==> src/rtl/multiplier_sequencer_pkg.sv <==
// rtl/multiplier_sequencer_pkg.sv - shared width and state encoding for the shift-add multiplier sequencer
package multiplier_pkg;

  localparam int MULT_WIDTH = 8;
  localparam int MULT_CNT_W = $clog2(MULT_WIDTH);

  typedef enum logic [2:0] {
    IDLE,
    CLR,
    ADD,
    SHIFT,
    HOLD
  } mult_state_e;

endpackage

==> src/rtl/multiplier_sequencer_if.sv <==
// rtl/multiplier_sequencer_if.sv - operator inputs, B LSB and datapath control strobes of the sequencer
interface multiplier_sequencer_if;

  logic Run;
  logic ClearA_LoadB;
  logic M;
  logic Clr_XA;
  logic Ld_B;
  logic Ld_XA;
  logic Add;
  logic Sub;
  logic Shift_En;
  logic Done;
  logic Busy;

  modport master (
    output Run, ClearA_LoadB, M,
    input  Clr_XA, Ld_B, Ld_XA, Add, Sub, Shift_En, Done, Busy
  );

  modport slave (
    input  Run, ClearA_LoadB, M,
    output Clr_XA, Ld_B, Ld_XA, Add, Sub, Shift_En, Done, Busy
  );

endinterface

==> src/rtl/multiplier_sequencer_step_counter.sv <==
// rtl/multiplier_sequencer_step_counter.sv - step counter with clear, increment and terminal-count flag
module mult_step_counter
  import multiplier_pkg::*;
#(
  parameter int WIDTH = MULT_WIDTH,
  localparam int CW = $clog2(WIDTH)
) (
  input  logic clk,
  input  logic rst_n,
  input  logic clr,
  input  logic inc,
  output logic last
);

  localparam logic [CW-1:0] LAST_CNT = CW'(WIDTH - 1);

  logic [CW-1:0] cnt;

  always_ff @(posedge clk or negedge rst_n) begin
    if (!rst_n) begin
      cnt <= '0;
    end else if (clr) begin
      cnt <= '0;
    end else if (inc) begin
      cnt <= cnt + 1'b1;
    end
  end

  assign last = (cnt == LAST_CNT);

endmodule

==> src/rtl/multiplier_sequencer.sv <==
// rtl/multiplier_sequencer.sv - shift-add multiplier control FSM; MULTIPLIER_SEQUENCER_SKIP_ZERO_EN folds zero-bit steps into one cycle
module multiplier_sequencer
  import multiplier_pkg::*;
#(
  parameter int WIDTH = MULT_WIDTH
) (
  input  logic                  Clk,
  input  logic                  Reset_n,
  multiplier_sequencer_if.slave bus
);

  mult_state_e state;
  logic        cnt_clr;
  logic        cnt_inc;
  logic        last;

  logic clr_xa, ld_b, ld_xa, add, sub, shift_en, done, busy;

  mult_step_counter #(.WIDTH(WIDTH)) u_cnt (
    .clk   (Clk),
    .rst_n (Reset_n),
    .clr   (cnt_clr),
    .inc   (cnt_inc),
    .last  (last)
  );

  always_comb begin
    cnt_clr = (state == CLR);
    cnt_inc = (state == SHIFT) && !last;
`ifdef MULTIPLIER_SEQUENCER_SKIP_ZERO_EN
    if (state == ADD && !bus.M && !last) begin
      cnt_inc = 1'b1;
    end
`endif
  end

  always_ff @(posedge Clk or negedge Reset_n) begin
    if (!Reset_n) begin
      state <= IDLE;
    end else begin
      case (state)
        IDLE:  if (bus.Run) state <= CLR;
        CLR:   state <= ADD;
        ADD: begin
`ifdef MULTIPLIER_SEQUENCER_SKIP_ZERO_EN
          // A zero multiplier bit needs no add, so this cycle doubles as the shift.
          if (bus.M)     state <= SHIFT;
          else if (last) state <= HOLD;
          else           state <= ADD;
`else
          state <= SHIFT;
`endif
        end
        SHIFT: state <= last ? HOLD : ADD;
        HOLD:  if (!bus.Run) state <= IDLE;
        default: state <= IDLE;
      endcase
    end
  end

  // Strobes are forced low while reset is held so the datapath never sees a stray load.
  always_comb begin
    clr_xa   = 1'b0;
    ld_b     = 1'b0;
    ld_xa    = 1'b0;
    add      = 1'b0;
    sub      = 1'b0;
    shift_en = 1'b0;
    done     = 1'b0;
    busy     = 1'b0;
    if (Reset_n) begin
      case (state)
        IDLE: begin
          if (!bus.Run && bus.ClearA_LoadB) begin
            clr_xa = 1'b1;
            ld_b   = 1'b1;
          end
        end
        CLR: begin
          clr_xa = 1'b1;
          busy   = 1'b1;
        end
        ADD: begin
          busy  = 1'b1;
          ld_xa = bus.M;
          add   = bus.M && !last;
          sub   = bus.M && last;
`ifdef MULTIPLIER_SEQUENCER_SKIP_ZERO_EN
          shift_en = !bus.M;
`endif
        end
        SHIFT: begin
          shift_en = 1'b1;
          busy     = 1'b1;
        end
        HOLD: done = 1'b1;
        default: ;
      endcase
    end
  end

  assign bus.Clr_XA   = clr_xa;
  assign bus.Ld_B     = ld_b;
  assign bus.Ld_XA    = ld_xa;
  assign bus.Add      = add;
  assign bus.Sub      = sub;
  assign bus.Shift_En = shift_en;
  assign bus.Done     = done;
  assign bus.Busy     = busy;

endmodule

==> src/flat_wrapper.sv <==
// flat-port wrapper written by rule: the top's interface ports become plain ports
module multiplier_sequencer_flat import multiplier_pkg::*;
#(
  parameter int WIDTH = MULT_WIDTH
)
  (Clk, Reset_n, bus_Run, bus_ClearA_LoadB, bus_M, bus_Clr_XA, bus_Ld_B, bus_Ld_XA, bus_Add, bus_Sub, bus_Shift_En, bus_Done, bus_Busy);
  multiplier_sequencer_if bus_i ();
  input  logic Clk;
  input  logic Reset_n;
  input wire logic [$bits(bus_i.Run)-1:0] bus_Run;
  input wire logic [$bits(bus_i.ClearA_LoadB)-1:0] bus_ClearA_LoadB;
  input wire logic [$bits(bus_i.M)-1:0] bus_M;
  output wire logic [$bits(bus_i.Clr_XA)-1:0] bus_Clr_XA;
  output wire logic [$bits(bus_i.Ld_B)-1:0] bus_Ld_B;
  output wire logic [$bits(bus_i.Ld_XA)-1:0] bus_Ld_XA;
  output wire logic [$bits(bus_i.Add)-1:0] bus_Add;
  output wire logic [$bits(bus_i.Sub)-1:0] bus_Sub;
  output wire logic [$bits(bus_i.Shift_En)-1:0] bus_Shift_En;
  output wire logic [$bits(bus_i.Done)-1:0] bus_Done;
  output wire logic [$bits(bus_i.Busy)-1:0] bus_Busy;
  assign bus_i.Run = bus_Run;
  assign bus_i.ClearA_LoadB = bus_ClearA_LoadB;
  assign bus_i.M = bus_M;
  assign bus_Clr_XA = bus_i.Clr_XA;
  assign bus_Ld_B = bus_i.Ld_B;
  assign bus_Ld_XA = bus_i.Ld_XA;
  assign bus_Add = bus_i.Add;
  assign bus_Sub = bus_i.Sub;
  assign bus_Shift_En = bus_i.Shift_En;
  assign bus_Done = bus_i.Done;
  assign bus_Busy = bus_i.Busy;
  multiplier_sequencer #(.WIDTH(WIDTH)) u_core (.Clk(Clk), .Reset_n(Reset_n), .bus(bus_i));
endmodule
==> config.mk <==
export PLATFORM = sky130hd
export DESIGN_NAME = multiplier_sequencer_flat
export DESIGN_NICKNAME = d
export VERILOG_FILES = /design/src/rtl/multiplier_sequencer_pkg.sv /design/src/rtl/multiplier_sequencer_if.sv /design/src/rtl/multiplier_sequencer_step_counter.sv /design/src/rtl/multiplier_sequencer.sv /design/src/flat_wrapper.sv
export SDC_FILE = /design/constraint.sdc
export NUM_CORES = 1
export LEC_CHECK = 0
export BUFFER_PORTS_ARGS = -buffer_cell sky130_fd_sc_hd__buf_2
export CORE_AREA = 3 3 40 42
export CTS_CLUSTER_SIZE = 20
export DETAILED_ROUTE_END_ITERATION = 16
export DIE_AREA = 0 0 43 45
export SYNTH_ARGS = -nofsm -noshare
export SYNTH_HDL_FRONTEND = slang
export SYNTH_SLANG_ARGS = --single-unit
==> constraint.sdc <==
create_clock -name Clk -period 3 [get_ports Clk]
set_input_delay 0.15 -clock Clk [delete_from_list [all_inputs] [get_ports Clk]]
set_output_delay 0.15 -clock Clk [all_outputs]
set_load 0.1 [all_outputs]
# After elaboration in Yosys (flattened, before gate mapping)
# Cells that the tools add are included.
word_totals:
  register_bits: 6
  in_bits: 5
  out_inout_bits: 8
  word_cells: 43
classes:
  n_addsub: 1
  n_reduce_logical: 10
  mux: 23
  eq_ne: 7
op_table:
  columns: ["operator", "n"]
  rows:
  - ["1-bit 2-to-1 mux", 16]
  - ["3-bit 2-to-1 mux", 5]
  - ["3-bit case mux with 5 select lines", 1]
  - ["3-bit by 2-bit == test with 1-bit output (second input constant)", 2]
  - ["3-bit == test (second input constant)", 2]
  - ["1-bit logical AND", 4]
  - ["2-bit inequality test (second input constant)", 2]
  - ["3-bit by 1-bit adder with 3-bit output (second input constant)", 1]
  - ["3-bit by 1-bit == test with 1-bit output (second input constant)", 1]
  - ["3-bit logical NOT", 1]
  - ["3-bit OR reduction", 1]
  - ["1-bit logical NOT", 2]
  - ["1-bit case mux with 2 select lines", 1]
  - ["2-bit AND reduction", 1]
  - ["2-bit nonzero test", 1]

# Longest topological paths before layout
# Gate-level depths: netlist (run 1).
depth:
  ltp_word: 5
  ltp_mapped: 5
  mapped_depth_nobuf: 5

# Cells and area by module
# Synthesis (run 1) repeated with hierarchy kept, for this count alone.
hier_totals:
  cells_unflattened: 38
  area_unflattened_um2: 362.8
by_module_without_submodules:
  columns: ["mod", "seq_area_each_um2", "cells_per_inst", "area_per_inst_um2", "n_inst"]
  rows:
  - ["multiplier_sequencer", 75.1, 27, 222.7, 1]
  - ["mult_step_counter", 75.1, 11, 140.1, 1]

# Worst setup path after synthesis (run 1)
# No wires, ideal clock.
synth_timing:
  kind: "flip-flop to output port"
  from: "register u_core.u_cnt.cnt[0]"
  to: "output bus_Add"
  slack_ps: 4
  required_time_ps: 2850
  stages_incl_launch_ff: 4
  path_buffers: 0
  arrival_ps: 2846
  cell_sequence: "dfrtp_1 > ha_1 > ha_1 > nor3_1"
synth_via:
  elab_chain_cells: 5
synth_rtl:
  columns: ["element", "line", "source"]
  rows:
  - ["from (decl)", "multiplier_sequencer_step_counter.sv:17", "logic [CW-1:0] cnt;"]
  - ["from (signal assigned)", "multiplier_sequencer_step_counter.sv:25", "cnt <= cnt + 1'b1;"]
  - ["3-bit == test", "multiplier_sequencer_step_counter.sv:29", "assign last = (cnt == LAST_CNT);"]
  - ["1-bit logical NOT", "multiplier_sequencer.sv:86", "add = bus.M && !last;"]
  - ["1-bit logical AND", "multiplier_sequencer.sv:86", null]
  - ["1-bit 2-to-1 mux", "multiplier_sequencer.sv:72", "case (state)"]
  - ["1-bit 2-to-1 mux", "multiplier_sequencer.sv:71", "if (Reset_n) begin"]
  - ["to (decl)", "flat_wrapper.sv:16", "output wire logic [$bits(bus_i.Add)-1:0] bus_Add;"]
# No other way between the ends.

# Final worst setup path (run 1)
# Ends and elaborated chain as after synthesis.

==> results by group, run 1 <==
Outcome
  • Status: finished clean

Clock network
  • Sink Count: 6
  • CTS H-tree lvls: 1
  • CTS tree: done
  • Num CTS Buffers: 3
  • Clock Path Buffers: 2
  • Insertion delay of the later-clocked pin in the worst-skew pair: ~240 ps
  • Post-cts sizing count: 0
  • Clock transition at path regs: 50 ps
  • Clock root buffer: clkbuf_4

Synth
  • Synth top cells by count: dfrtp_1, nor2_1, nand2_1
  • Leading area contributor after synthesis: dfrtp_1
  • Yosys reg bits: 6
  • Syn_nets: 46
  • Synth warn: 0
  • Post-synth EDFFs: 0
  • Share of Yosys cell area claimed by the top area cell type: roughly 42%
  • Seq/Total Area, Yosys: 42.1%
  • Top cells by area, synth: dfrtp_1, ha_1, nor2_1, and4bb_4, nor3_1
  • Post-synth cell types: 19
  • Dominant synthesized flop cell: dfrtp_1
  • Mapped Cells: 39
  • Mapped Area: approximately 360 um^2
  • Avg Cell Area, Syn: between 9 and 10 um^2
  • Post-synth ARST share: 100%

Drt
  • Pre-antenna DRT Iters: 4
  • DR vias: between 300 and 400
  • DR WL/cell: 10.9 um
  • DR vias/cell: around 4.8
  • Remaining DRCs: 0
  • Drt initial violations: 7
  • Total wire length: ~760 um
  • ANT nets after route: 0

GRT
  • Maximum number of pins on one net before global-route repair: 12
  • GRT Residual Overflow: 0
  • Antenna violations before repair: 0
  • First-pass GRT wire length: 1.30 mm
  • Total global routing track utilization: a little under a tenth
  • Vias in the first global route: 310

Final layout
  • Fraction of layout instances using a drive strength above 1: 32.7%
  • Final net count: 64
  • Layout area overhead: 31.2%
  • # fillers: about 130
  • # diodes: 0

Critical path
  • Arrival time of the worst setup path: approximately 1700 ps
  • Startpoint Class: flop
  • WP data required: roughly 2900 ps
  • Critical path class: reg -> out
  • Crit. End Element: primary output
  • CP Max Fanout: 4

Timing
  • Final slew viol count: 0
  • Clock skew: between 2 and 3 ps
  • RSZ-0062 raised after global routing: no
  • Final WS setup: 1170 ps
  • Setup_tns: 0 ps
  • Worst Max-Slew Pin Slew: between 400 and 500 ps
  • Final period util: between 60 and 70%
  • Final worst path period need: ~1800 ps
  • Final hold violation count: 0
  • Relative slew slack: between 60% and 70%
  • FMAX: between 500 and 600 MHz
  • Final setup fails: 0

Flow run
  • Maxcap violations: 0

Place
  • Dpl ws: between 1000 and 1500 ps
  • Routability Congestion: between 0.7 and 0.8
  • Dpl hpwl: roughly 590 um
  • # port buffers: 12

Power and ir drop
  • Worst vdd ir: 0.000502 V
  • Cell leakage power: 0.259 nW
  • Pwr Density: 1170 nW/um^2

Floorplan
  • Die width: approximately 43 um
  • Die Ht: between 40 and 50 um
  • Initial Utilization: between 20 and 30%
  • Ports: 13
  • Core Area: about 1300 um^2
  • Die area: about 1900 um^2
  • FP Rows: 13

Hold path
  • HP Class: in -> reg
==> logic make-up after synthesis <==
group	after synthesis	synth area share, %
and+or+nand+nor	23	35.8
DFF	6	42.1
AOI/OAI and AO/OA	5	8.77
buffers and inverters	2	2.11
adders and majority gates	2	7.02
muxes	1	4.21
==> per-stage QoR <==
stage                     util (%)  cells  total power [W]  area, um^2  hold WS [ps]
after floorplan                  -     39         0.000421         357          -146
after global placement        33.9     66         0.000476         435          9.81
after detailed placement      33.9     66         0.000478         435          11.1
after CTS                     36.4     70         0.000559         468           172
after global routing          36.4     70         0.000592         468           207
final                         36.4     70         0.000550         468           178
==> layout by cell type (no fill, tap or decap), drive strengths merged <==
master       instances
a211oi               1
a21oi                1
a22o                 1
and2                 1
and2b                1
and3                 2
and4                 1
and4bb               1
buf                 12
clkbuf               3
dfrtp                6
dlygate4sd3          1
ha                   2
inv                  2
mux2                 1
nand2                4
nand2b               2
nand3                2
nor2                 6
nor3                 3
o21ai                2
==> area by class of cell <==
class	count	area (um^2)	area share [%]
clock buffers	3	22.5	4.81
inverters	2	7.51	1.60
multi-input cells	31	199	42.5
flip-flops and latches	6	150	32.1
well taps	15	18.8	4.01
repair buffers	13	70.1	15.0
==> power by group <==
part | leakage [nW] | total, W | switching (W) | internal [W]
Clock | 0.0138 | 0.0000747 | 0.0000294 | 0.0000453
Combinational | 0.174 | 0.000316 | 0.000214 | 0.000102
Sequential | 0.0718 | 0.000159 | 0.0000415 | 0.000118
==> path summary, 6_finish.rpt <==
| path | from | to | slack (ps) | cells after the start |
|---|---|---|---|---|
| worst max-delay path | u_core.u_cnt.cnt[0] | bus_Add | 1170 | 4 |
| worst min-delay path | bus_Run | u_core.state[2] | 180 | 3 |
| worst max register to register | u_core.u_cnt.cnt[0] | u_core.u_cnt.cnt[0] | 1630 | 5 |
| worst min register to register | u_core.u_cnt.cnt[2] | u_core.u_cnt.cnt[2] | 510 | 2 |
| max in group asynchronous | Reset_n | u_core.u_cnt.cnt[1] | 2550 | 2 |
| min in group asynchronous | Reset_n | u_core.state[0] | 270 | 2 |
==> registers in the layout, indices dropped and copies added, names as in the netlist <==
register	cells
u_core.state	3
u_core.u_cnt.cnt	3
==> timing repair <==
action,in CTS,in global routing
hold buffers,1,0
buffers inserted,0,0
hold endpoints to repair,6,0
==> layer usage <==
layer,track usage (%),vias to the layer above,share of wire (%)
met5,0,-,0
met4,1.81,0,0
met3,7.17,0,8.8
met2,12.9,13,42
met1,12.0,144,49
li1,-,176,-
==> worst max-delay path, cell delays in order (launching register included) <==
cell and delay [ps]:
dfrtp_1 390, ha_1 200, ha_1 210, nor3_1 180, buf_2 450
Note: power is estimated with default switching activity, not from simulation.
==> run 2: changes to the inputs <==
--- a/config.mk
+++ b/config.mk
@@ -5,6 +5,7 @@
 export SDC_FILE = /design/constraint.sdc
 export NUM_CORES = 1
 export LEC_CHECK = 0
+export ABC_AREA = 1
 export BUFFER_PORTS_ARGS = -buffer_cell sky130_fd_sc_hd__buf_2
 export CORE_AREA = 3 3 40 42
 export CTS_CLUSTER_SIZE = 20
==> constraint.sdc (replaced) <==
create_clock -name Clk -period 1.7 [get_ports Clk]
set_input_delay 0.085 -clock Clk [delete_from_list [all_inputs] [get_ports Clk]]
set_output_delay 0.085 -clock Clk [all_outputs]
set_load 0.1 [all_outputs]
==> results by group, run 2 <==
Outcome
  • Status: finished clean

GRT
  • GRT Residual Overflow: 0 (unchanged)
  • Total global routing track utilization: 10.4% (+0.92 points)
  • Maximum number of pins on one net before global-route repair: 11 (-1)
  • First-pass GRT wire length: 1.47 mm (+13%)
  • Antenna violations before repair: 0 (unchanged)
  • Vias in the first global route: 378 (+22%)

Hold path
  • Hold wc startpoint: bus_Run
  • Worst Hold End: u_core.state[2]
  • Worst hold path depth: 3 (unchanged)
  • HP Class: in -> reg

Power and ir drop
  • Clk pwr share: 11.5% (-2.1 points)
  • Psw: 0.000628 W (+120%)
  • Register share of total power: 25.0% (-3.9 points)
  • Combinational group share of total power: 63.5% (+6.0 points)
  • Cell leakage power: 0.318 nW (+23%)
  • Net Sw Frac: 55.1% (+3.3 points)
  • Pwr Density: 1900 nW/um^2 (+62%)
  • Cell internal pwr: 0.000513 W (+94%)
  • Worst vdd ir: 0.000649 V (+29%)

Synth
  • Mapped Area: 389 um^2 (+9.1%)
  • Avg Cell Area, Syn: 6.71 um^2 (-27%)
  • Dominant synthesized flop cell: dfrtp_1
  • Most frequent cell after synthesis: nand2_1
  • Seq/Total Area, Yosys: 38.6% (-3.5 points)
  • Yosys reg bits: 6 (unchanged)
  • Post-synth ARST share: 100% (unchanged)
  • Synth top cells by count: nand2_1, inv_1, nor2_1
  • Top cells by area, synth: dfrtp_1, nand2_1, inv_1, nor2_1, ha_1
  • Syn_nets: 65 (+41%)
  • Post-synth cell types: 12 (-7)
  • Leading area contributor after synthesis: dfrtp_1
  • Post-synth EDFFs: 0 (unchanged)
  • Mapped Cells: 58 (+49%)
  • Share of Yosys cell area claimed by the top area cell type: 38.6% (-3.5 points)
  • Synth warn: 0 (unchanged)

Floorplan
  • Ports: 13 (unchanged)
  • FP Rows: 13 (unchanged)
  • Initial Utilization: 30.3% (+2.5 points)
  • Die width: 43 um (unchanged)
  • Die Ht: 45 um (unchanged)
  • Core Area: 1280 um^2 (unchanged)
  • Die area: 1940 um^2 (unchanged)

Timing
  • Final hold violation count: 0 (unchanged)
  • Relative slew slack: 68.0% (+0.57 points)
  • Final worst path period need: 1570 ps
  • RSZ-0062 raised after global routing: no
  • Clock skew: 5.68 ps (+2.78 ps)
  • Worst Max-Slew Pin Slew: 484 ps (-8.58 ps)
  • Final WS setup: 127 ps (-1050 ps)
  • Final slew viol count: 0 (unchanged)
  • FMAX: about 640 MHz
  • Final period util: a little over 90%
  • Setup_tns: 0 ps (unchanged)
  • Final setup fails: 0 (unchanged)

Place
  • Routability Congestion: 0.820 (+13%)
  • Post-Place Cells: 84 (+27%)
  • Dpl hpwl: 730 um (+24%)
  • Dpl ws: 381 ps (-1040 ps)
  • # port buffers: 12 (unchanged)
  • Post-Place Cell Area: 562 um^2 (+29%)

Critical path
  • CP Max Fanout: 7 (+3)
  • WP data required: 1620 ps (-1230 ps)
  • Worst R2R Start: u_core.u_cnt.cnt[0]
  • CP Cell Sequence: nor2_2 -> nand2_1 -> nor2_2 -> buf_2
  • Startpoint Class: flop
  • Crit. End Element: primary output
  • Stages on worst setup path: 4 (unchanged)
  • WP buf/inv: 1 (unchanged)
  • Flop2flop setup slack: 390 ps (-1240 ps)
  • Family with the most delay on the worst path: flip-flops
  • CP max stage delay: 470 ps (+20 ps)
  • Critical path class: reg -> out
  • Arrival time of the worst setup path: 1490 ps (-190 ps)
  • Reg2reg end: u_core.u_cnt.cnt[2]
  • CP max-delay cell: dfrtp_1
  • Crit path top cell by count: nor2_2
  • R2r worst-path depth: 7 (+2)

Final layout
  • Post-Layout Inst Area: 599 um^2 (+28%)
  • Largest registers: u_core.state x3, u_core.u_cnt.cnt x3
  • Most frequent cells in the layout: nand2_1, inv_1, nor2_2, dfrtp_1
  • Most common cell after layout, fill and taps aside: nand2_1
  • # diodes: 0 (unchanged)
  • Final net count: 82 (+28%)
  • Layout area overhead: 54.0%
  • Layout Utilization: 46.6% (+10 points)
  • Fraction of layout instances using a drive strength above 1: 34.2% (+1.5 points)
  • Cell Count, Final, Fillers Out: 88 (+26%)

Clock network
  • Sink Count: 6 (unchanged)
  • Insertion delay of the later-clocked pin in the worst-skew pair: 240 ps (about the same)
  • Clock transition at path regs: 40 ps (about the same)
  • CTS H-tree lvls: 1 (unchanged)
  • Clock Path Buffers: 2 (unchanged)
  • Clock root buffer: clkbuf_4
  • Num CTS Buffers: 3 (unchanged)
  • CTS tree: done

Drt
  • Drt initial violations: 10 (+3)
  • DR vias: 391 (+17%)
  • DR vias/cell: 4.44 (-6.6%)
  • DR WL/cell: 9.77 um (-10%)
  • Remaining DRCs: 0 (unchanged)
  • Pre-antenna DRT Iters: 4 (unchanged)
  • ANT nets after route: 0 (unchanged)
  • Total wire length: 860 um (+13%)

Flow run
  • Maxcap violations: 0 (unchanged)
-- run 2: worst max path at each step --
stage | start | endpoint | slack (ps)
floorplan | u_core.state[2] | bus_Shift_En | -170
global placement | u_core.state[2] | bus_Ld_B | 390
detailed placement | u_core.state[2] | bus_Ld_B | 380
CTS | Reset_n | bus_Busy | 20
global route | u_core.state[2] | bus_Ld_B | 7
finish | u_core.state[2] | bus_Ld_B | 130
-- run 2: per-stage QoR --
step,power (W),hold slack [ps]
4_1_cts,0.00115,111
3_5_place_dp,0.00101,-55.5
3_3_place_gp,0.00100,-54.1
5_1_grt,0.00124,120
2_1_floorplan,0.000855,-211
6_report,0.00114,117
-- run 2: power by group through the flow --
stage | clock network (W) | registers [W] | logic (W)
4_1_cts | 0.000137 | 0.000284 | 0.000727
6_report | 0.000131 | 0.000286 | 0.000725
5_1_grt | 0.000140 | 0.000299 | 0.000804
2_1_floorplan | 0 | 0.000259 | 0.000596
3_3_place_gp | 0 | 0.000282 | 0.000720
3_5_place_dp | 0 | 0.000286 | 0.000722
-- run 2: what timing repair did --
item | CTS | global route
hold endpoints to repair | 6 | 0
gates resized for setup | 0 | 2
setup buffers | 0 | 0
hold buffers | 1 | 0
setup endpoints to repair | 0 | 2
-- run 2: layer usage --
metal	GRT usage, %	share of wire, %	vias to the layer above
met5	0	0	-
met4	9.04	1.6	0
met3	2.39	8.6	2
met2	15.9	44	13
met1	12.3	45	166
li1	-	-	210
-- run 2: tightest hold or removal path, stage by stage --
cell	delay (ps)
buf_2	90
nand3_1	80
nand2_1	70
-- run 2: final cells by class --
type                            instances  area, um^2
Multi-Input combinational cell         41         220
Sequential cell                         6         150
Timing Repair Buffer                   13         150
Inverter                               10        37.5
Tap cell                               15        18.8
Fill cell                             134         686
Clock buffer                            3        22.5
-- run 2: cell families (layout without fill, tap and decap cells) --
group | after synthesis | count (layout) | share of synthesized area (%)
fa+ha+maj | 2 | 2 | 6.43
flops | 6 | 6 | 38.6
simple gates | 38 | 38 | 41.2
buf+inv | 11 | 26 | 12.5
compound gates | 1 | 1 | 1.28
